[config.mk]
export PLATFORM = sky130hd
export DESIGN_NAME = alu_result_queue
export DESIGN_NICKNAME = d
export VERILOG_FILES = /design/src/rtl/alu_result_queue.sv
export SDC_FILE = /design/constraint.sdc
export NUM_CORES = 1
export LEC_CHECK = 0
export CAP_MARGIN = 5
export CORE_UTILIZATION = 45
export CTS_BUF_LIST = sky130_fd_sc_hd__clkbuf_16
export DETAILED_ROUTE_END_ITERATION = 16
export PLACE_DENSITY = 0.75
export SYNTH_ARGS = -nofsm -noshare
export SYNTH_HDL_FRONTEND = slang
export SYNTH_SLANG_ARGS = --single-unit
[constraint.sdc]
create_clock -name clk -period 5.7 [get_ports clk]
set_input_delay 0.855 -clock clk [delete_from_list [all_inputs] [get_ports clk]]
set_output_delay 0.855 -clock clk [all_outputs]
set_load 0.005 [all_outputs]
[src/rtl/alu_result_queue.sv]
// rtl/alu_result_queue.sv - circular result buffer behind the ALU with edge-detected push/pop
module alu_result_queue #(
    parameter int DEPTH = 4,
    parameter int WIDTH = 8
) (
    input  logic                     clk,
    input  logic                     reset,
    input  logic [WIDTH-1:0]         ALUout,
    input  logic [2:0]               func,
    input  logic                     push,
    input  logic                     pop,
    output logic [WIDTH-1:0]         head_data,
    output logic [2:0]               head_func,
    output logic [WIDTH-1:0]         last_data,
    output logic [$clog2(DEPTH):0]   count,
    output logic                     empty,
    output logic                     full,
    output logic                     overflow,
    output logic                     underflow
);

    localparam int AW = $clog2(DEPTH);
    localparam int CW = AW + 1;

    logic [WIDTH+2:0] mem [DEPTH];
    logic [AW-1:0]    wr_ptr;
    logic [AW-1:0]    rd_ptr;
    logic             push_d;
    logic             pop_d;
    logic             push_ev;
    logic             pop_ev;
    logic             push_ok;
    logic             pop_ok;

    assign push_ev = push & ~push_d;
    assign pop_ev  = pop & ~pop_d;
    assign empty   = (count == '0);
    assign full    = (count == CW'(DEPTH));

    // a push into a full queue still lands when the same edge frees the head slot
    assign push_ok = push_ev & (~full | pop_ev);
    assign pop_ok  = pop_ev & ~empty;

    assign head_data = empty ? '0 : mem[rd_ptr][WIDTH-1:0];
    assign head_func = empty ? '0 : mem[rd_ptr][WIDTH+2:WIDTH];

    always_ff @(posedge clk) begin
        if (reset) begin
            wr_ptr    <= '0;
            rd_ptr    <= '0;
            count     <= '0;
            last_data <= '0;
            overflow  <= 1'b0;
            underflow <= 1'b0;
            // held requests must not fire on the first edge after reset
            push_d    <= 1'b1;
            pop_d     <= 1'b1;
        end else begin
            push_d <= push;
            pop_d  <= pop;
            if (push_ok) begin
                wr_ptr    <= wr_ptr + AW'(1);
                last_data <= ALUout;
            end
            if (pop_ok) begin
                rd_ptr <= rd_ptr + AW'(1);
            end
            case ({push_ok, pop_ok})
                2'b10:   count <= count + CW'(1);
                2'b01:   count <= count - CW'(1);
                default: count <= count;
            endcase
            if (push_ev && !push_ok) begin
                overflow <= 1'b1;
            end
            if (pop_ev && empty) begin
                underflow <= 1'b1;
            end
        end
    end

    always_ff @(posedge clk) begin
        if (!reset && push_ok) begin
            mem[wr_ptr] <= {func, ALUout};
        end
    end

endmodule

==> results of run 1 <==
## final cells by class
class	instances	area (um2)	share of cell area, %
flip-flops and latches	65	1740	47.6
multi-input cells	123	1030	28.1
repair buffers	47	453	12.4
clock buffers	9	225	6.15
clock inverters	7	95.1	2.60
well taps	75	93.8	2.56
inverters	6	22.5	0.615
## worst max-delay path by stage
stage               startpoint      endpoint  slack, ps  depth (start not counted)
floorplan                 push     mem[1][0]       3180                          3
global placement           pop      count[2]       2460                          9
detailed placement         pop      count[2]       2360                          9
CTS                       flop  head_data[7]       2490                          3
global route              flop  head_data[4]       2350                          3
finish                    flop  head_data[2]       2550                          3
## Yosys cell counts (all sizes together)
cell    count
edfxtp     44
nor2b      24
dfxtp      21
nand4b     18
nand3      12
mux4       11
nand2b     10
nand4       9
buf         8
nor2        8
clkbuf      6
inv         6
a21oi       5
ha          5
nor3b       5
o21ai       3
or2         2
or3         2
xor2        2
a31oi       1
fa          1
mux2        1
mux2i       1
nor3        1
nor4b       1
or3b        1
## per-stage QoR
| stage | hold slack, ps | setup slack, ps |
|---|---|---|
| floorplan | 460 | 3180 |
| global placement | 465 | 2460 |
| detailed placement | 469 | 2360 |
| CTS | 487 | 2490 |
| global route | 525 | 2350 |
| finish | 484 | 2550 |
## tightest hold or removal path: cells and delay by family (launching register included)
| kind | cells | cell delay (ps) |
|---|---|---|
| AOI/OAI and AO/OA | 1 | 50 |
| DFF | 1 | 330 |
| and+or+nand+nor | 1 | 70 |
## cells in the final DEF (no fill, tap or decap), drive strengths merged, types with 7 or more instances in the layout
master	Yosys	routed
nand2b	10	10
buf	8	7
clkdlybuf4s50	0	40
nand4	9	9
nor2	8	8
mux4	11	11
nand4b	18	18
nand3	12	12
clkbuf	6	9
dfxtp	21	21
edfxtp	44	44
nor2b	24	24
## where the power goes
part           leakage, nW  switching [mW]  internal [mW]
registers            0.567         0.00545          0.511
clock network        0.155           0.192          0.382
logic                0.479          0.0331         0.0399
## flip-flops by register name (all words and copies together) (netlist names), named ones only
name       flops
pop_d          1
underflow      1
push_d         1
overflow       1
last_data      8
rd_ptr         2
wr_ptr         2
mem           44
count          3
## cells by family (layout without fill, tap and decap cells)
family / after synthesis / in the layout / synth area share [%]
DFF: 65 / 65 / 60.6
and+or+nand+nor: 93 / 93 / 21.2
adders and majority gates: 6 / 6 / 2.87
xor gates and xnor gates: 2 / 2 / 0.610
AOI/OAI and AO/OA: 9 / 9 / 1.74
muxes: 13 / 13 / 9.36
buffers and inverters: 20 / 69 / 3.57
## layer usage
layer / share of wire, % / GRT usage [%]
met1: 47 / 24.3
met2: 48 / 27.9
met3: 5.1 / 6.11
met4: 0.67 / 7.37
met5: 0 / 0
==> out/results.ini, run 1 <==
[synth]
yosys.area.top_type_share_pct=46.0
syn_inst=208
synth.area.top_cells=edfxtp_1, dfxtp_1, mux4_2
ys_seq_area_share_pct=60.6
syn_nets=229
synth_top_cell_by_area=edfxtp_1
syn-cell-area_mm2=0.00287
synth_seq_cells=65
yosys_warnings=0
synth_area_per_cell_um2=13.8
synth_cell_type_count=30

[final_layout]
antennaDiodeCount=0
fill_cells=466
drive_gt1_share_pct=15.6
final_cells=332
syn2layout_area_growth_pct=27.4
final_util_pct=60.7
final_area_mm2=0.00366
nets=273

[timing]
rsz0062_at_grt=false
worst_slew_pin_slew_ps=793
finalClockSkew_ps=7.62
setup_violations=0
hold_viol_final=0
finalMaxSlewViolations=0
tns_ps=0
min_period_ps=3150
maxSlewHeadroom_pct=47.0
fin_crit_sh_pct=55.2
max_freq_mhz=318

[floorplanning]
die_h_um=81.9
coreArea_mm2=0.00603
initial_utilization_pct=47.7
io_pins=41
dieArea_mm2=0.00671
fp-row-count=28
die_x_um=81.9

[hold_path]
holdCritPathClass=flop to flop
min_from=underflow
min_to=underflow
hold_path_depth=2

[route]
drc=0
drtPass1Iterations=5
detailroute.via_count=1803
post_drt_via_cell_ratio=5.43
routed_wl_mm=5.34
first_iter_violations=102
routedWlPerCell_um=16.1
ant_nets=0

[worst_setup_path]
critical_path_class=flop to output pin
slowest_stage=dfxtp_1
critPathMaxFanout=11
reg2reg_from=count[2]
cp_cell_sequence=mux4_2 -> nor2b_1 -> clkdlybuf4s50_1
startpoint_type=flop
r2r-end=count[2]
cp_top_family=flip-flops
slowest_delay_ps=790
worstPathArrival_ps=2290
reg2reg_slack_ps=3210
cp_num_buf_inv=1
worst_setup_path_end_kind=output pin
cp_data_required_time_ps=4850
reg2regPathDepth=8

[global_route]
grt_pass1_wl_mm=8.78
antenna_found_initial=0
grt_use_total_pct=18.4
grt_pass1_vias=1710
grt_max_degree=46
grt-ovfl-total=0

[placed_design]
gp_congestion=0.730
dp.cells=316
port_buffers=40
dp_hpwl_mm=3.27
dpl-instance-area_mm2=0.00334

[clock_tree]
cts_buffers=9
cts_root_buf=clkbuf_16
cts.sinks=65
ctsResizeCount=0
postCtsSetupBuffers=0
cts_tree=built
cts.path.max_buffers=2
clk_pin_slew_ps=50
hold_buffers=0
htreeDepth=3
clock_latency_ps=320

[run_status]
status=finished clean

[power_and_ir_drop]
power.total_mw=1.16
power_density_mw_per_mm2=318
p_leak_nw=1.20
ir_worst_vdd_v=0.000263

[job]
maxCapViolations=0

Power figures use the tool's default switching activity.
==> inputs of run 2 (changes only) <==
Settings changed: PLACE_DENSITY 0.75 to 0.78.
Clock period 5.7 ns to 2.8 ns, I/O delays scaled along.
==> out/results.ini, run 2 (same netlist as run 1, synthesis figures left out) <==
[route]
drtPass1Iterations=4
detailroute.via_count=1808
routed_wl_mm=5.22
drc=0
post_drt_via_cell_ratio=5.40
routedWlPerCell_um=15.6
first_iter_violations=109
ant_nets=0

[final_layout]
antennaDiodeCount=0
regMostFlops=mem
final_cell_mix=edfxtp_1, clkdlybuf4s50_1, nor2b_1, dfxtp_1, nand4b_1
final_common_cell=edfxtp_1
syn2layout_area_growth_pct=27.8
reg_top3=mem: 44 flops, last_data: 8 flops, count: 3 flops
largest_reg_flops=44
final_area_mm2=0.00367
drive_gt1_share_pct=15.8
nets=276
final_cells=335

[global_route]
grt_use_total_pct=17.0
antenna_found_initial=0
grt_pass1_vias=1608
grt-ovfl-total=0
grt_max_degree=31
grt_pass1_wl_mm=8.14

[job]
maxCapViolations=0

[clock_tree]
clock_latency_ps=320
cts_buffers=9
cts.sinks=65
clk_pin_slew_ps=50
cts_tree=built
hold_buffers=0
ctsResizeCount=0
postCtsSetupBuffers=0
cts.path.max_buffers=2
htreeDepth=3
cts_root_buf=clkbuf_16

[placed_design]
dp.cells=319
dpl-instance-area_mm2=0.00336
port_buffers=40
dp_hpwl_mm=3.35
gp_congestion=0.723

[floorplanning]
die_x_um=81.9
dieArea_mm2=0.00671
fp-row-count=28
coreArea_mm2=0.00603
io_pins=41
initial_utilization_pct=47.7
die_h_um=81.9

[run_status]
status=finished clean

[worst_setup_path]
worstPathArrival_ps=2720
slowest_delay_ps=500
cp_num_buf_inv=1
cp_data_required_time_ps=3040
critPathMaxFanout=12
critPathLaunch=count[2]
slowest_stage=or3b_4
critical_path_class=flop to flop
reg2reg_from=count[2]
worst_setup_path_end_kind=flop
cp_top_family=simple AND/OR/NAND/NOR gates
startpoint_type=flop
cp_cell_sequence=or3b_4 -> o21ai_2 -> ha_1 -> inv_1 -> fa_1 -> xor2_1 -> or3_1 -> a21oi_1

[timing]
rsz0062_at_grt=false
finalClockSkew_ps=3.72
finalMaxSlewViolations=0
maxSlewHeadroom_pct=62.3
max_freq_mhz=404
hold_viol_final=0
fin_crit_sh_pct=88.4
setup_violations=0
worst_slew_pin_slew_ps=563
whs_ps=476
tns_ps=0
min_period_ps=2470

[power_and_ir_drop]
power_density_mw_per_mm2=639
power.total_mw=2.35
ir_worst_vdd_v=0.000411
p_leak_nw=1.21

[hold_path]
min_from=overflow
holdCritPathClass=flop to flop

run 2: area by class of cell:
type	count	area, um2
Fill cell	493	2350
Sequential cell	65	1740
Multi-Input combinational cell	123	1030
Timing Repair Buffer	50	475
Clock buffer	9	225
Tap cell	75	93.8
Clock inverter	7	85.1
Inverter	6	22.5
run 2: path summary, 6_finish.rpt:
| kind | slack (ps) | endpoint | cells after the start |
|---|---|---|---|
| worst max register to register | 330 | count[2] | 8 |
| worst max-delay path | 330 | count[2] | 8 |
| worst min-delay path | 480 | overflow | 2 |
| worst min register to register | 480 | overflow | 2 |
run 2: worst reg2reg max path: stages, from the launching register on:
cell and delay (ps):
dfxtp_1 390, or3b_4 500, o21ai_2 250, ha_1 230, inv_1 60, fa_1 370
xor2_1 160, or3_1 300, a21oi_1 140
run 2: metal layers:
metal / vias to the layer above / GRT usage [%] / wire length [um]
met5: - / 0 / 0
met4: 0 / 8.95 / 59
met3: 7 / 3.44 / 194
met2: 49 / 26.6 / 2510
met1: 870 / 22.2 / 2460
li1: 882 / - / -
run 2: per-stage QoR:
step / setup WS [ps] / utilization (%)
finish: 325 / 60.9
global placement: 262 / 55.8
global route: 171 / 60.9
floorplan: 580 / -
detailed placement: 186 / 55.8
CTS: 332 / 60.9
run 2: power breakdown:
group,internal (mW),switching (mW)
Combinational,0.0829,0.0692
Sequential,1.04,0.00927
Clock,0.768,0.376
==> inputs of run 3 (changes only) <==
Settings changed: CORE_ASPECT_RATIO set to 1.1, MAX_ROUTING_LAYER set to met4.
==> out/results.ini, run 3 (same netlist as run 1, synthesis figures left out) <==
[worst_setup_path]
slowest_delay_ps=490
critPathMaxFanout=12
cp_cell_sequence=or3b_4 -> o21ai_2 -> ha_1 -> inv_1 -> fa_1 -> xor2_1 -> or3_1 -> a21oi_1
reg2reg_from=count[2]
cp_num_buf_inv=1
critPathLaunch=count[2]
startpoint_type=flop
worstPathArrival_ps=2760
critical_path_class=flop to flop
cp_top_family=simple AND/OR/NAND/NOR gates
cp_data_required_time_ps=3050
worst_setup_path_end_kind=flop
slowest_stage=or3b_4

[floorplanning]
die_x_um=78.2
dieArea_mm2=0.00671
coreArea_mm2=0.00616
io_pins=41
fp-row-count=30
die_h_um=85.8
initial_utilization_pct=46.7

[route]
drc=0
routedWlPerCell_um=16.2
routed_wl_mm=5.53
first_iter_violations=65
drtPass1Iterations=6
post_drt_via_cell_ratio=5.28
ant_nets=0
detailroute.via_count=1801

[clock_tree]
cts.path.max_buffers=2
cts_buffers=9
cts_tree=built
ctsResizeCount=0
postCtsSetupBuffers=0
clock_latency_ps=320
cts_root_buf=clkbuf_16
clk_pin_slew_ps=50
hold_buffers=0
cts.sinks=65
htreeDepth=3

[power_and_ir_drop]
power_frac_comb_pct=6.6
p_seq_share_pct=44.6
switchingPower_mw=0.462
power_density_mw_per_mm2=639
p_leak_nw=1.22
ir_worst_vdd_v=0.000402
power.total_mw=2.35
p_clk_share_pct=48.9
swShare_pct=19.6
power_report.internal_total_mw=1.89

[run_status]
status=finished clean

[timing]
finalMaxSlewViolations=0
finalWorstSetupSlack_ps=297
rsz0062_at_grt=false
setup_violations=0
whs_ps=470
finalClockSkew_ps=6.44
max_freq_mhz=400
fin_crit_sh_pct=89.4
maxSlewHeadroom_pct=65.7
worst_slew_pin_slew_ps=514
min_period_ps=2500
tns_ps=0
hold_viol_final=0

[placed_design]
pre_cts_ws_ps=172
port_buffers=40
gp_congestion=0.708
dp.cells=325
dpl-instance-area_mm2=0.00338
dp_hpwl_mm=3.49

[final_layout]
syn2layout_area_growth_pct=28.3
final_cell_mix=edfxtp_1, clkdlybuf4s50_1, nor2b_1, dfxtp_1, nand4b_1
regMostFlops=mem
antennaDiodeCount=0
drive_gt1_share_pct=16.1
multi_input_area_mm2=0.00103
final_area_mm2=0.00369
seq_area_mm2=0.00174
final_common_cell=edfxtp_1
fill_cells=480
reg_top3=mem: 44 flops, last_data: 8 flops, count: 3 flops
final_cells=341
largest_reg_flops=44
nets=277
final_util_pct=59.9

[global_route]
grt_max_degree=31
grt_pass1_wl_mm=8.90
grt_use_total_pct=18.5
grt-ovfl-total=0
antenna_found_initial=0
grt_pass1_vias=1812

[hold_path]
min_from=overflow
holdCritPathClass=flop to flop

[job]
maxCapViolations=0

[run 3: final timing paths]
path	end	slack [ps]	cells after the start
worst min-delay path	overflow	470	2
worst max-delay path	count[2]	300	8
worst max register to register	count[2]	300	8
worst min register to register	overflow	470	2
[run 3: area by class of cell]
cell class	instances	area share [%]
multi-input cells	123	27.9
clock inverters	7	2.31
repair buffers	51	13.1
inverters	6	0.611
well taps	80	2.72
clock buffers	9	6.11
flip-flops and latches	65	47.3
[run 3: power by group through the flow]
stage	Combinational [mW]	Sequential [mW]	Clock [mW]
final	0.155	1.05	1.15
after global routing	0.168	1.05	1.21
after CTS	0.156	1.05	1.17
after detailed placement	0.154	1.07	0
after global placement	0.150	1.07	0
after floorplan	0.0694	1.07	0
[run 3: worst reg2reg max path: stages (launching register included)]
cell and delay, ps:
dfxtp_1 380, or3b_4 490, o21ai_2 260, ha_1 240, inv_1 70, fa_1 380, xor2_1 160, or3_1 320
a21oi_1 140
[run 3: per-layer routing]
| metal | vias to the layer above | track usage, % | part of all wire (%) |
|---|---|---|---|
| met5 | - | - | 0 |
| met2 | 38 | 29.7 | 52 |
| met1 | 880 | 22.1 | 43 |
| met4 | 0 | 8.75 | 1.3 |
| met3 | 7 | 4.36 | 3.7 |
| li1 | 876 | - | - |
